[src/rtl/bus_ready_sequencer.sv]
// rtl/bus_ready_sequencer.sv - XT bus-cycle wait-state and ready sequencer for CPU and DMA cycles
// Define READY_TIMEOUT_EN to add the CHRDY watchdog and the bus_timeout pulse.
module bus_ready_sequencer #(
   parameter int IO_WAIT        = 1,
   parameter int MEM_WAIT       = 0,
   parameter int TIMEOUT_CYCLES = 255
) (
   input  logic clock,
   input  logic reset,
   input  logic io_read_n,
   input  logic io_write_n,
   input  logic memory_read_n,
   input  logic memory_write_n,
   input  logic address_enable_n,
   input  logic dma0_acknowledge_n,
   input  logic io_channel_ready,
   input  logic dma_wait_n,
   output logic processor_ready,
   output logic dma_ready,
   output logic wait_active,
   output logic bus_timeout
);

   typedef enum logic [1:0] {
      IDLE     = 2'd0,
      WAIT_CNT = 2'd1,
      CHRDY    = 2'd2,
      DONE     = 2'd3
   } state_t;

   localparam logic [3:0] IO_WAIT_W  = 4'(IO_WAIT);
   localparam logic [3:0] MEM_WAIT_W = 4'(MEM_WAIT);

   if (IO_WAIT < 0 || IO_WAIT > 15) begin : g_bad_io_wait
      $error("IO_WAIT must be 0..15");
   end
   if (MEM_WAIT < 0 || MEM_WAIT > 15) begin : g_bad_mem_wait
      $error("MEM_WAIT must be 0..15");
   end
   if (TIMEOUT_CYCLES < 1 || TIMEOUT_CYCLES > 4095) begin : g_bad_timeout
      $error("TIMEOUT_CYCLES must be 1..4095");
   end

   logic       chrdy_meta_q, chrdy_meta_d;
   logic       chrdy_s_q, chrdy_s_d;
   logic       cmd_q, cmd_d;
   state_t     state_q, state_d;
   logic [3:0] cnt_q, cnt_d;
   logic       processor_ready_q, processor_ready_d;
   logic       dma_ready_q, dma_ready_d;
   logic       wait_active_q, wait_active_d;
   logic       bus_timeout_q, bus_timeout_d;

   logic       cmd;
   logic       is_io;
   logic       start;
   logic       cpu_start;
   logic [3:0] wait_sel;
   logic       tmo_expired;

   always_comb begin
      cmd       = ~(io_read_n & io_write_n & memory_read_n & memory_write_n);
      is_io     = ~(io_read_n & io_write_n);
      start     = cmd & ~cmd_q;
      // Refresh (DACK0) and DMA (AEN low) cycles are invisible to the CPU sequencer.
      cpu_start = start & address_enable_n & dma0_acknowledge_n;
      wait_sel  = is_io ? IO_WAIT_W : MEM_WAIT_W;
   end

   always_comb begin
      chrdy_meta_d = io_channel_ready;
      chrdy_s_d    = chrdy_meta_q;
      cmd_d        = cmd;
      dma_ready_d  = ~(~address_enable_n & cmd & (~chrdy_s_q | ~dma_wait_n));
   end

`ifdef READY_TIMEOUT_EN
   localparam int              TMO_W    = $clog2(TIMEOUT_CYCLES + 1);
   localparam logic [TMO_W-1:0] TMO_LAST = TMO_W'(TIMEOUT_CYCLES - 1);

   logic [TMO_W-1:0] tmo_q, tmo_d;

   // Held at zero outside CHRDY so every entry starts a fresh count.
   always_comb begin
      tmo_d = '0;
      if (state_q == CHRDY) begin
         tmo_d = tmo_q + TMO_W'(1);
      end
   end

   assign tmo_expired = (tmo_q == TMO_LAST);

   always_ff @(posedge clock) begin
      if (reset) begin
         tmo_q <= '0;
      end else begin
         tmo_q <= tmo_d;
      end
   end
`else
   assign tmo_expired = 1'b0;
`endif

   always_comb begin
      state_d       = state_q;
      cnt_d         = cnt_q;
      bus_timeout_d = 1'b0;
      case (state_q)
         IDLE: begin
            if (cpu_start) begin
               if (wait_sel != 4'd0) begin
                  cnt_d   = wait_sel - 4'd1;
                  state_d = WAIT_CNT;
               end else if (!chrdy_s_q) begin
                  state_d = CHRDY;
               end else begin
                  state_d = DONE;
               end
            end
         end
         WAIT_CNT: begin
            if (!cmd) begin
               state_d = IDLE;
            end else if (cnt_q == 4'd0) begin
               state_d = CHRDY;
            end else begin
               cnt_d = cnt_q - 4'd1;
            end
         end
         CHRDY: begin
            if (!cmd) begin
               state_d = IDLE;
            end else if (chrdy_s_q) begin
               state_d = DONE;
            end else if (tmo_expired) begin
               state_d       = DONE;
               bus_timeout_d = 1'b1;
            end
         end
         DONE: begin
            // Stay here while the strobe is held so a lingering command cannot retrigger.
            if (!cmd) begin
               state_d = IDLE;
            end
         end
         default: begin
            state_d = IDLE;
         end
      endcase
      wait_active_d     = (state_d == WAIT_CNT) || (state_d == CHRDY);
      processor_ready_d = ~wait_active_d;
   end

   always_ff @(posedge clock) begin
      if (reset) begin
         chrdy_meta_q      <= 1'b1;
         chrdy_s_q         <= 1'b1;
         cmd_q             <= 1'b0;
         state_q           <= IDLE;
         cnt_q             <= 4'd0;
         processor_ready_q <= 1'b1;
         dma_ready_q       <= 1'b1;
         wait_active_q     <= 1'b0;
         bus_timeout_q     <= 1'b0;
      end else begin
         chrdy_meta_q      <= chrdy_meta_d;
         chrdy_s_q         <= chrdy_s_d;
         cmd_q             <= cmd_d;
         state_q           <= state_d;
         cnt_q             <= cnt_d;
         processor_ready_q <= processor_ready_d;
         dma_ready_q       <= dma_ready_d;
         wait_active_q     <= wait_active_d;
         bus_timeout_q     <= bus_timeout_d;
      end
   end

   assign processor_ready = processor_ready_q;
   assign dma_ready       = dma_ready_q;
   assign wait_active     = wait_active_q;
   assign bus_timeout     = bus_timeout_q;

endmodule

[config.mk]
export PLATFORM = sky130hd
export DESIGN_NAME = bus_ready_sequencer
export DESIGN_NICKNAME = d
export VERILOG_FILES = /design/src/rtl/bus_ready_sequencer.sv
export SDC_FILE = /design/constraint.sdc
export NUM_CORES = 1
export LEC_CHECK = 0
export CAP_MARGIN = 20
export CORE_AREA = 2 2 39 41
export CTS_CLUSTER_DIAMETER = 120
export DETAILED_ROUTE_END_ITERATION = 7
export DIE_AREA = 0 0 41 43
export HOLD_SLACK_MARGIN = 0.15
export PLACE_DENSITY = 0.69
export SYNTH_ARGS = -nofsm -noshare
export SYNTH_HDL_FRONTEND = slang
export SYNTH_SLANG_ARGS = --single-unit
[constraint.sdc]
create_clock -name clock -period 2.45 [get_ports clock]
set_input_delay 0.49 -clock clock [delete_from_list [all_inputs] [get_ports clock]]
set_output_delay 0.49 -clock clock [all_outputs]
set_load 0.05 [all_outputs]
==> impl.org, run 1 <==
** Synthesis
- The synthesized design contains 12 register bits.
- Mean instance size in the synthesized netlist :: 9.005 um2
- After technology mapping, the gate count stands at 61.
- Biggest area contributors in the synthesized netlist :: sky130_fd_sc_hd__dfxtp_1 44%, sky130_fd_sc_hd__a21oi_1 5.5%, sky130_fd_sc_hd__nor2_1 4.1%, sky130_fd_sc_hd__o31ai_1 4.1%, sky130_fd_sc_hd__inv_1 3.4%
- The cell area that synthesis handed to floorplanning was 549.3 um2.
- Of the post-synthesis cell area, the dominant cell type holds 0.4374.
- Sequential-to-total area share from yosys stat :: 0.4374
- Post-synth cell types :: 30
- For this run, the number of Yosys warnings is 0.
- Counting every net in the synthesized netlist gives 72.
- The biggest area contributor in the post-synthesis netlist is sky130_fd_sc_hd__dfxtp_1.

** Clocking
- The tree is rooted in a sky130_fd_sc_hd__clkbuf_4.
- The later pin in the worst-skew pair is clocked with a latency of 0.27 ns.
- Clock buffer depth :: 2
- Resized Gates After CTS :: 0
- Clock transition at the register clock pins on the worst setup and hold paths after CTS :: 0.08 ns
- Clock buffers created by TritonCTS :: 3
- In this run the number of H-tree levels came out at 1.
- Num Clock Sinks :: 12
- Buffers inserted to repair hold after CTS numbered 0.
- Post-CTS Setup Inserts :: 0
- Clock tree from TritonCTS :: done

** Placement
- The congestion estimate from routability-driven global placement came to 0.7657.
- Half-perimeter wire length after placement :: 897.7 um
- Post-placement worst setup slack :: 0.2550 ns
- Number of port buffers :: 12
- Cell total after placement :: 87

** STA
- Fmax :: 524.5 MHz
- Max Transition Viols Final :: 0
- Post-route worst setup slack :: 0.5436 ns
- Rel. slew slack :: 0.6646
- The count of endpoints failing hold in the final timing report came to 0.
- Minimum clock period after layout :: 1.906 ns
- Final setup skew :: 0.002418 ns
- At the pin with the least slew margin, the transition time is 0.5016 ns.
- Final setup viols :: 0
- Total negative slack :: 0 ns
- Unrepaired setup endpoints after global routing :: no
- In the finished design, the share of the clock period the worst path needs comes to 0.7781.

** Final layout
- Number of nets in the layout :: 87
- Final non-filler cell total :: 91
- Of the cells placed in the final design, the portion with a size suffix greater than 1 is 0.1200.
- Antenna cell count :: 0
- The area growth from synthesis to layout is 30.07%.
- The library cells used most frequently in the layout, excluding fill and tap cells, are 12 x sky130_fd_sc_hd__dfxtp_1, 12 x sky130_fd_sc_hd__clkdlybuf4s50_1, 6 x sky130_fd_sc_hd__a21oi_1, 6 x sky130_fd_sc_hd__nor2_1, 5 x sky130_fd_sc_hd__inv_1.

** Floorplanning
- Floorplan die area :: 0.001763 mm2
- Top-level I/O count :: 14
- Initial core utilization :: 0.3969
- Num rows :: 14
- The floorplan step set the die height to 43 um.
- Overall die width :: 41 um
- Floorplan Core Area :: 0.001384 mm2

** Status
- The run finished with clean final reports.

** Drt
- The count of nets left with antenna violations once routing finished came out at 0.
- After the first detailed-routing iteration, the DRC count stood at 7.
- Total Routed Length :: 1163 um
- Number of remaining DRC errors :: 0
- For this run, the detailed router's first-pass iteration total came to 4.
- Summing over every cut layer, the via total after detailed routing is 495.
- Average wire per cell in the routed design :: 12.78 um
- Using the TritonRoute via totals, the vias-per-cell ratio works out to 5.440.

** Run
- Number of violations of the max-capacitance limit :: 0

** Setup path
- The worst setup path is of the in -> reg kind.
- The endpoint identified for the worst register-to-register timing path is cnt_q[0].
- STA puts the critical path data required time at 2.65 ns.
- STA classifies the critical path endpoint as a register.
- Cell family contributing the most delay on the critical path :: simple AND/OR/NAND/NOR gates
- The largest single stage delay on the critical path is 0.44 ns.
- For the worst flop-to-flop path, the logic depth is 6.
- STA classifies the critical path startpoint as an input pin.
- Instance count on the critical path :: 5
- In this run the worst path has a maximum fanout of 6.
- Among all stages on the critical path, the largest delay is contributed by sky130_fd_sc_hd__clkdlybuf4s50_1.
- In this run the worst setup path begins at io_read_n.
- The most critical setup path has its endpoint at cnt_q[0].
- The worst register-to-register path begins at cnt_q[0].
- Worst reg-to-reg setup slack :: 0.60 ns
- The signal on the critical path passes through clkdlybuf4s50_1 > and4_1 > or3_4 > a2111o_1 > a21oi_1.
- STA puts the critical path data arrival time at 2.10 ns.
- Counting both buffers and inverters, the worst setup path holds a total of 1.

** Global route
- Global routing finished with a remaining overflow of 0.
- The via count of the first global-routing pass was 453.
- Pin count of the biggest net entering global routing :: 11
- In the global route stage, overall resource usage came out at 0.1545.
- The initial antenna violation count came to 0.
- The first global-routing pass estimated 1849 um of wire.

** Power and ir drop
- IR analysis of the VDD net gives a maximum drop of 0.3090 mV.
- The analysis attributes to cell leakage a power of 0.2788 nW.
- In this run the power density over the cells is 804.9 mW/mm2.

** Min path
- Tightest Hold Check Type :: reg -> reg
==> cells in the mapped netlist <==
master	instances
sky130_fd_sc_hd__nand2_1	2
sky130_fd_sc_hd__a21oi_1	6
sky130_fd_sc_hd__and2_1	1
sky130_fd_sc_hd__nor3_1	1
sky130_fd_sc_hd__and4bb_1	1
sky130_fd_sc_hd__o21ai_0	1
sky130_fd_sc_hd__a2111o_1	1
sky130_fd_sc_hd__clkbuf_1	1
sky130_fd_sc_hd__nor4_1	1
sky130_fd_sc_hd__nor2b_1	1
sky130_fd_sc_hd__inv_1	5
sky130_fd_sc_hd__o22a_1	1
sky130_fd_sc_hd__o22ai_1	2
sky130_fd_sc_hd__ha_1	1
sky130_fd_sc_hd__or2_2	2
sky130_fd_sc_hd__a221oi_1	1
sky130_fd_sc_hd__and4_1	1
sky130_fd_sc_hd__or3_4	1
sky130_fd_sc_hd__a211oi_1	1
sky130_fd_sc_hd__and3b_1	1
sky130_fd_sc_hd__nand2b_1	1
sky130_fd_sc_hd__conb_1	1
sky130_fd_sc_hd__o31ai_1	3
sky130_fd_sc_hd__nor3b_1	1
sky130_fd_sc_hd__nor2_1	6
sky130_fd_sc_hd__or2_4	1
sky130_fd_sc_hd__and2b_2	1
sky130_fd_sc_hd__dfxtp_1	12
sky130_fd_sc_hd__buf_4	1
sky130_fd_sc_hd__o311ai_0	2
==> worst min-delay path by stage <==
stage | start | endpoint | slack (ns) | cells after the start
6_report | chrdy_meta_q | chrdy_s_q | 0.43 | 1
5_1_grt | chrdy_meta_q | chrdy_s_q | 0.45 | 1
4_1_cts | chrdy_meta_q | chrdy_s_q | 0.43 | 1
3_5_place_dp | chrdy_meta_q | chrdy_s_q | 0.41 | 1
3_3_place_gp | chrdy_meta_q | chrdy_s_q | 0.39 | 1
2_1_floorplan | chrdy_meta_q | chrdy_s_q | 0.39 | 1
==> layout make-up <==
class / instances / area [um2]
Inverter: 5 / 18.77
Clock buffer: 4 / 36.28
Tap cell: 16 / 20.02
Timing Repair Buffer: 12 / 120.1
Multi-Input combinational cell: 42 / 279.0
Sequential cell: 12 / 240.2
Fill cell: 143 / 669.4
==> cells by family after synthesis <==
logic type / synth area share
buf+inv: 0.05467
fa+ha+maj: 0.02278
compound gates: 0.2255
simple gates: 0.2529
flops: 0.4374
other cells: 0.006827
==> power by group <==
| part | total (mW) | internal [mW] | switching [mW] | leakage (nW) |
|---|---|---|---|---|
| clock | 0.156 | 0.0902 | 0.0655 | 0.0210 |
| sequential | 0.237 | 0.220 | 0.0171 | 0.0988 |
| combinational | 0.182 | 0.0802 | 0.102 | 0.159 |
| total | 0.575 | 0.390 | 0.185 | 0.279 |
==> sequential cells by signal, indices dropped and copies added, names as in the netlist <==
signal	count
chrdy_meta_q	1
chrdy_s_q	1
cmd_q	1
cnt_q	4
dma_ready	1
processor_ready	1
state_q	2
wait_active	1
==> routing by layer <==
layer / vias to the layer above / track usage / wire length [um]
met5: - / 0 / 0
met4: 0 / 0.1000 / 13
met3: 2 / 0.01571 / 55
li1: 254 / - / -
met2: 14 / 0.2344 / 560
met1: 225 / 0.1967 / 534
==> per-stage QoR <==
step / utilization / area, um2 / total power, mW / hold WS, ns
finish: 0.5163 / 714.4 / 0.5751 / 0.4263
global placement: 0.4901 / 678.2 / 0.4202 / 0.3935
global route: 0.5163 / 714.4 / 0.6096 / 0.4503
detailed placement: 0.4901 / 678.2 / 0.4241 / 0.4100
floorplan: - / 549.3 / 0.3685 / 0.3895
CTS: 0.5163 / 714.4 / 0.5817 / 0.4298
(Power assumes the default switching activity.)
==> run 2, diff against run 1 <==
Clock period 2.45 ns to 1.9 ns, I/O delays scaled along.
==> run 2 against run 1 <==
  * Register-to-register slack lost 0.50 ns
  * Largest power group unchanged
  * First-iteration DRC count grew 43%
  * Final cell count grew 4.4%
  * Sequential power grew 29%
  * Sequential cell count is the same
  * Count of clock-buffer cells in the layout is the same
  * Clock skew grew 0.0017 ns
==> impl.org, run 2 (synthesis gave the netlist of run 1 again) <==
** Drt
- Total Routed Length :: 1145 um (was 1163 um)
- The via-per-instance ratio was 5.295 (was 5.440).
- Number of remaining DRC errors :: 0 (unchanged)
- The met3 wire length is 76 um (was 55 um).
- The amount of wire on met2 after detailed routing came to 555 um (was 560 um).
- The vias after detailed routing came to 503 (was 495).
- The wire length the detailed router placed on met1 is 477 um (was 534 um).
- Starting DRT DRC Count :: 10 (was 7)
- Uppermost routed layer :: met4 (unchanged)
- The number of nets with antenna violations after detailed routing came to 0 (unchanged).
- Detailed-router iteration count before antenna repair :: 4 (unchanged)
- The detail-routed net length per standard cell is 12.05 um (was 12.78 um).

** Status
- Result of the run: completed (unchanged).

** Floorplanning
- Num rows :: 14 (unchanged)
- The total I/O pin count is 14 (unchanged).
- Overall die width :: 41 um (unchanged)
- The height of the die was 43 um (unchanged).
- The initial standard-cell utilization of the core came to 0.3969 (unchanged).
- Floorplan die area :: 0.001763 mm2 (unchanged)
- The total core area is 0.001384 mm2 (unchanged).

** Final layout
- Sequential cell area :: 241.5 um2 (was 240.2 um2)
- Antenna cell count :: 0 (unchanged)
- The non-filler instance count after layout came to 95 (was 91).
- The post-synthesis to final-layout area growth came to 37.59% (was 30.07%).
- The count of filler cells inserted in the layout is 117 (was 143).
- The area occupied by multi-input gates came to 289.0 um2 (was 279.0 um2).
- The register name with the most flops was cnt_q (unchanged).
- The number of flip-flops in the largest register is 4 (unchanged).
- The final cell area excluding filler cells is 755.7 um2 (was 714.4 um2).
- Top flop regs: cnt_q (4), state_q (2) (unchanged).
- Final core occ :: 0.5461 (was 0.5163)
- The library cell used most frequently in the layout, excluding fill and tap cells, is sky130_fd_sc_hd__clkdlybuf4s50_1.
- Layout cells sized above 1 :: 0.2025 (was 0.1200)
- Number of nets in the layout :: 91 (was 87)
- Most frequent cells in the layout: 12 x sky130_fd_sc_hd__clkdlybuf4s50_1, 11 x sky130_fd_sc_hd__dfxtp_1, 6 x sky130_fd_sc_hd__a21oi_1, 6 x sky130_fd_sc_hd__nor2_1, 5 x sky130_fd_sc_hd__inv_1 (was 12 x sky130_fd_sc_hd__dfxtp_1, 12 x sky130_fd_sc_hd__clkdlybuf4s50_1, 6 x sky130_fd_sc_hd__a21oi_1, 6 x sky130_fd_sc_hd__nor2_1, 5 x sky130_fd_sc_hd__inv_1).

** Clocking
- Clock buffer depth :: 2 (unchanged)
- Clk_lat worst skew :: 0.27 ns (about the same)
- The master cell of the clock root buffer is sky130_fd_sc_hd__clkbuf_4 (unchanged).
- Hold-fix buffers at CTS :: 0 (unchanged)
- Clock buffers created by TritonCTS :: 3 (unchanged)
- The total number of H-tree levels was 1 (unchanged).
- Clock transition at the register clock pins on the worst setup and hold paths after CTS :: 0.07 ns (was 0.08 ns)
- The TritonCTS clock tree was done (unchanged).
- Num Clock Sinks :: 12 (unchanged)
- Post-CTS Setup Inserts :: 0 (unchanged)

** Global route
- Global-route wire length before repair :: 1711 um (was 1849 um)
- The total routing usage reported by global routing was 0.1473 (was 0.1545).
- The initial antenna violation count is 0 (unchanged).
- Total congestion overflow :: 0 (unchanged)
- Number of global-route vias before repair :: 448 (was 453)
- Pin count of the biggest net entering global routing :: 11 (unchanged)

** Power and ir drop
- The reported leakage power is 0.3035 nW (was 0.2788 nW).
- VDD IR-drop max :: 0.5404 mV (was 0.3090 mV)
- The power per unit of standard cell area came to 1006 mW/mm2 (was 804.9 mW/mm2).

** Placement
- Cell area reported after detailed placement :: 708.2 um2 (was 678.2 um2)
- The placed instance count is 91 (was 87).
- The HPWL after detailed placement came to 884.2 um (was 897.7 um).
- Final weighted congestion in routability-driven placement :: 0.8104 (was 0.7657)
- The total of buffers placed on input and output ports is 12 (unchanged).

** STA
- Max Transition Viols Final :: 0 (unchanged)
- Final setup viols :: 0 (unchanged)
- The worst path needs 1.801 ns of the cycle, external delays included.
- Based on the critical path, the design can be clocked at up to 555.2 MHz.
- The worst-case clock skew was 0.004079 ns (was 0.002418 ns).
- Final clock period utilization by the worst path :: 0.9479
- Unrepaired setup endpoints after global routing: no (unchanged).
- The count of endpoints failing hold in the final timing report came to 0 (unchanged).

** Setup path
- The start-to-end type of the worst setup path is reg -> reg (was in -> reg).
- Data arrival, critical path :: 2.00 ns (was 2.10 ns)
- Sort of element at the end of the critical path :: register (unchanged)
- CP Launch Type :: register (was input pin)
- Max FO, Critical Path :: 6 (unchanged)
- The required time at the worst-slack endpoint was 2.10 ns (was 2.65 ns).

** Min path
- Tightest Hold Check Type :: reg -> reg (unchanged)

** Run
- Number of violations of the max-capacitance limit :: 0 (unchanged)
==> run 2: area by class of cell <==
cell class,count,share of cell area
timing repair buffer,16,0.1987
multi-input combinational,42,0.3824
sequential,12,0.3195
inverter,5,0.02483
tap,16,0.02649
clock buffer,4,0.04801
==> run 2: path summary, 6_finish.rpt <==
kind	from	end	slack [ns]	cells after the start
setup / recovery	cnt_q[0]	cnt_q[0]	0.1	6
hold / removal	chrdy_meta_q	chrdy_s_q	0.41	1
setup reg to reg	cnt_q[0]	cnt_q[0]	0.1	6
hold reg to reg	chrdy_meta_q	chrdy_s_q	0.41	1
==> run 2: power by group <==
part           switching [mW]  internal [mW]  leakage (nW)  total [mW]
Combinational           0.138          0.116         0.183       0.254
Clock                  0.0834          0.117        0.0210       0.200
Sequential             0.0214          0.285        0.0993       0.306
==> run 2: stage by stage <==
step / power [mW] / hold WS (ns) / setup WS (ns) / TNS, ns
global route: 0.7927 / 0.4244 / 0.01223 / 0
finish: 0.7599 / 0.4123 / 0.09891 / 0
global placement: 0.5527 / 0.3919 / -0.09756 / -0.4089
CTS: 0.7579 / 0.4150 / 0.04590 / 0
floorplan: 0.4751 / 0.3895 / 0.2175 / 0
detailed placement: 0.5556 / 0.3975 / -0.1334 / -0.5737
==> run 2: metal layers <==
layer	track usage	vias to the layer above
li1	-	257
met1	0.1536	223
met2	0.2344	19
met3	0.01571	4
met4	0.1400	0
met5	0	-
==> run 2: what timing repair did <==
| item | CTS | global route |
|---|---|---|
| endpoints found under the setup margin | 0 | 4 |
| resized for setup | 0 | 5 |
| hold endpoints to repair | 0 | 0 |
==> run 2: worst max-delay path: stages (launching register included) <==
cell and delay (ns):
sky130_fd_sc_hd__dfxtp_2 0.35, sky130_fd_sc_hd__inv_1 0.05, sky130_fd_sc_hd__ha_1 0.21, sky130_fd_sc_hd__and4bb_1 0.23, sky130_fd_sc_hd__or3_4 0.37, sky130_fd_sc_hd__a2111o_1 0.40
sky130_fd_sc_hd__a21oi_1 0.12
==> run 3, diff against run 2 <==
Settings changed: MAX_ROUTING_LAYER set to met4.
==> run 3 against run 2 <==
  * Clock power is essentially flat
  * Sequential share of layout area did not move
  * Register-to-register slack about the same
  * Cell area did not move
  * First-iteration DRC count is 40% higher
  * Global-route usage up 0.37 points
  * Final cell count stayed put
  * Count of clock-buffer cells in the layout is the same
  * Combinational power is essentially flat
  * Maximum frequency is 0.46% lower
  * Core utilization unchanged
==> impl.org, run 3 (synthesis gave the netlist of run 1 again) <==
** Status
- Result of the run :: completed (unchanged)

** Global route
- Number of global-route vias before repair :: 446 (was 448)
- The maximum number of pins on one net before global-route repair came to 11 (unchanged).
- The wire length of the first global-routing pass was 1711 um (unchanged).
- Total congestion overflow :: 0 (unchanged)
- The total routing usage reported by global routing came to 0.1510 (was 0.1473).
- The initial antenna violation count was 0 (unchanged).

** Floorplanning
- The height of the die came to 43 um (unchanged).
- Num rows :: 14 (unchanged)
- The initial standard-cell utilization of the core was 0.3969 (unchanged).
- The width of the die is 41 um (unchanged).
- Floorplan Core Area :: 0.001384 mm2 (unchanged)
- The die area came to 0.001763 mm2 (unchanged).
- Top-level I/O count :: 14 (unchanged)

** Drt
- The via-per-instance ratio came to 5.326 (was 5.295).
- Number of remaining DRC errors :: 0 (unchanged)
- Detailed-router iteration count before antenna repair :: 4 (unchanged)
- The violation count after the first detailed-route iteration came to 14 (was 10).
- Vias after detailed routing :: 506 (was 503)
- Average wire per cell in the routed design :: 12.03 um (was 12.05 um)
- The aggregate routed wire length came to 1143 um (was 1145 um).
- The number of nets with antenna violations after detailed routing is 0 (unchanged).

** STA
- Total negative slack :: 0 ns (unchanged)
- Max Transition Viols Final :: 0 (unchanged)
- The maximum clock rate is 552.7 MHz (was 555.2 MHz).
- Post-route worst setup slack :: 0.09062 ns (was 0.09891 ns)
- The worst-case clock skew came to 0.004017 ns (was 0.004079 ns).
- The post-layout minimum cycle time came to 1.809 ns (was 1.801 ns).
- Unrepaired setup endpoints after global routing: no (unchanged).
- The number of endpoints failing setup at the final stage came to 0 (unchanged).
- Final clock period utilization by the worst path :: 0.9523 (was 0.9479)
- Worst-case hold slack :: 0.4123 ns (unchanged)
- Final hold violations :: 0 (unchanged)

** Final layout
- Max reg flops :: 4 (unchanged)
- Final core occ :: 0.5461 (unchanged)
- Top flop regs: cnt_q (4), state_q (2) (unchanged).
- Commonest non-fill, non-tap cell in the layout :: sky130_fd_sc_hd__clkdlybuf4s50_1 (unchanged)
- Final Instance Area :: 755.7 um2 (unchanged)
- The net count of the finished layout came to 91 (unchanged).
- Register bank with the most flops :: cnt_q (unchanged)
- The fraction of final layout cells with drive strength greater than 1 came to 0.2025 (unchanged).
- Most frequent cells in the layout :: 12 x sky130_fd_sc_hd__clkdlybuf4s50_1, 11 x sky130_fd_sc_hd__dfxtp_1, 6 x sky130_fd_sc_hd__a21oi_1, 6 x sky130_fd_sc_hd__nor2_1, 5 x sky130_fd_sc_hd__inv_1 (unchanged)
- The number of diodes was 0 (unchanged).
- Count of filler cells inserted in the layout :: 117 (unchanged)
- Layout overhead on the synthesized area :: 37.59% (unchanged)

** Min path
- The worst min-delay path startpoint is chrdy_meta_q (unchanged).
- The worst-case hold path end point was chrdy_s_q (unchanged).
- Count of cells along the worst hold path :: 1 (unchanged)
- Tightest Hold Check Type :: reg -> reg (unchanged)

** Placement
- Post-placement worst setup slack :: -0.1334 ns (unchanged)
- Number of port buffers :: 12 (unchanged)
- The HPWL after detailed placement came to 884.2 um (unchanged).
- The post-placement cell area came to 708.2 um2 (unchanged).
- The placer congestion estimate came to 0.8224 (was 0.8104).

** Setup path
- Max FO, Critical Path :: 6 (unchanged)
- The minimum setup slack among reg-to-reg paths is 0.09 ns (was 0.1 ns).
- The path depth of the worst reg2reg path came to 6 (unchanged).
- Worst reg2reg path endpoint :: cnt_q[0] (unchanged)
- The endpoint arrival time on the critical path is 2.01 ns (was 2.00 ns).
- The required time at the worst-slack endpoint came to 2.10 ns (about the same).
- The start-to-end type of the worst setup path is reg -> reg (unchanged).
- The element type at the critical path end is a register (unchanged).
- The element type at the critical path start was a register (unchanged).
- Critical register-to-register path startpoint :: cnt_q[0] (unchanged)

** Power and ir drop
- The sequential fraction of design power is 0.402 (was 0.403).
- Switching share of power :: 0.3202 (was 0.3193)
- Pwr/cell area :: 1007 mW/mm2 (was 1006 mW/mm2)
- Cell internal pwr :: 0.5173 mW (about the same)
- The proportion of power drawn by combinational gates came to 0.335 (was 0.334).
- The switching power summed over all nets is 0.2437 mW (was 0.2426 mW).
- The reported leakage power was 0.3035 nW (unchanged).
- Power share of the clock group :: 0.263 (about the same)
- The worst supply voltage drop on vdd was 0.5405 mV (was 0.5404 mV).

** Clocking
- The clock latency on the worst-skew pair came to 0.27 ns (about the same).
- The total number of H-tree levels came to 1 (unchanged).
- The TritonCTS clock tree is done (unchanged).
- Post-CTS Setup Inserts :: 0 (unchanged)
- Clock transition at the register clock pins on the worst setup and hold paths after CTS :: 0.07 ns (about the same)
- The master cell of the clock root buffer is sky130_fd_sc_hd__clkbuf_4 (unchanged).
- The CTS sink count was 12 (unchanged).
- The number of buffers inserted by hold repair at cts was 0 (unchanged).
- Clock buffers created by TritonCTS :: 3 (unchanged)
- Clock buffer depth :: 2 (unchanged)

** Run
- The max capacitance violation total is 0 (unchanged).
[run 3: power by group through the flow]
stage	sequential (mW)	combinational (mW)	clock (mW)
finish	0.306	0.255	0.200
floorplan	0.345	0.130	0
CTS	0.305	0.246	0.207
global placement	0.311	0.242	0
global route	0.309	0.270	0.213
detailed placement	0.311	0.245	0
[run 3: repair_timing]
item / CTS / global route
endpoints found under the setup margin: 0 / 4
gates resized for setup: 0 / 5
hold endpoints to repair: 0 / 0
[run 3: worst max path at each step]
stage	start	to	slack, ns	depth (start not counted)
6_report	cnt_q[0]	cnt_q[0]	0.09	6
5_1_grt	cnt_q[0]	cnt_q[0]	0.01	6
4_1_cts	cnt_q[0]	cnt_q[2]	0.05	6
3_5_place_dp	io_read_n	cnt_q[2]	-0.13	5
3_3_place_gp	io_read_n	cnt_q[3]	-0.1	5
2_1_floorplan	cnt_q[0]	processor_ready	0.22	6
[run 3: metrics by stage]
step                std cells  total power, mW
floorplan                  61           0.4751
global placement           91           0.5527
detailed placement         91           0.5556
CTS                        95           0.7579
global route               95           0.7927
finish                     95           0.7610
[run 3: worst max-delay path: stages (launching register included)]
cell and delay (ns):
sky130_fd_sc_hd__dfxtp_2 0.36, sky130_fd_sc_hd__inv_1 0.06, sky130_fd_sc_hd__ha_1 0.21, sky130_fd_sc_hd__and4bb_1 0.23, sky130_fd_sc_hd__or3_4 0.37, sky130_fd_sc_hd__a2111o_1 0.40
sky130_fd_sc_hd__a21oi_1 0.12
[run 3: area by class of cell]
| class | instances | area [um2] | share of cell area |
|---|---|---|---|
| multi-input cells | 42 | 289.0 | 0.3824 |
| flip-flops and latches | 12 | 241.5 | 0.3195 |
| repair buffers | 16 | 150.1 | 0.1987 |
| clock buffers | 4 | 36.28 | 0.04801 |
| well taps | 16 | 20.02 | 0.02649 |
| inverters | 5 | 18.77 | 0.02483 |
[run 3: per-layer routing]
| metal | GRT usage | vias up | share of wire |
|---|---|---|---|
| li1 | - | 256 | - |
| met1 | 0.1536 | 226 | 0.43 |
| met2 | 0.2344 | 20 | 0.48 |
| met3 | 0.01571 | 4 | 0.063 |
| met4 | 0.1400 | 0 | 0.027 |
| met5 | - | - | 0 |
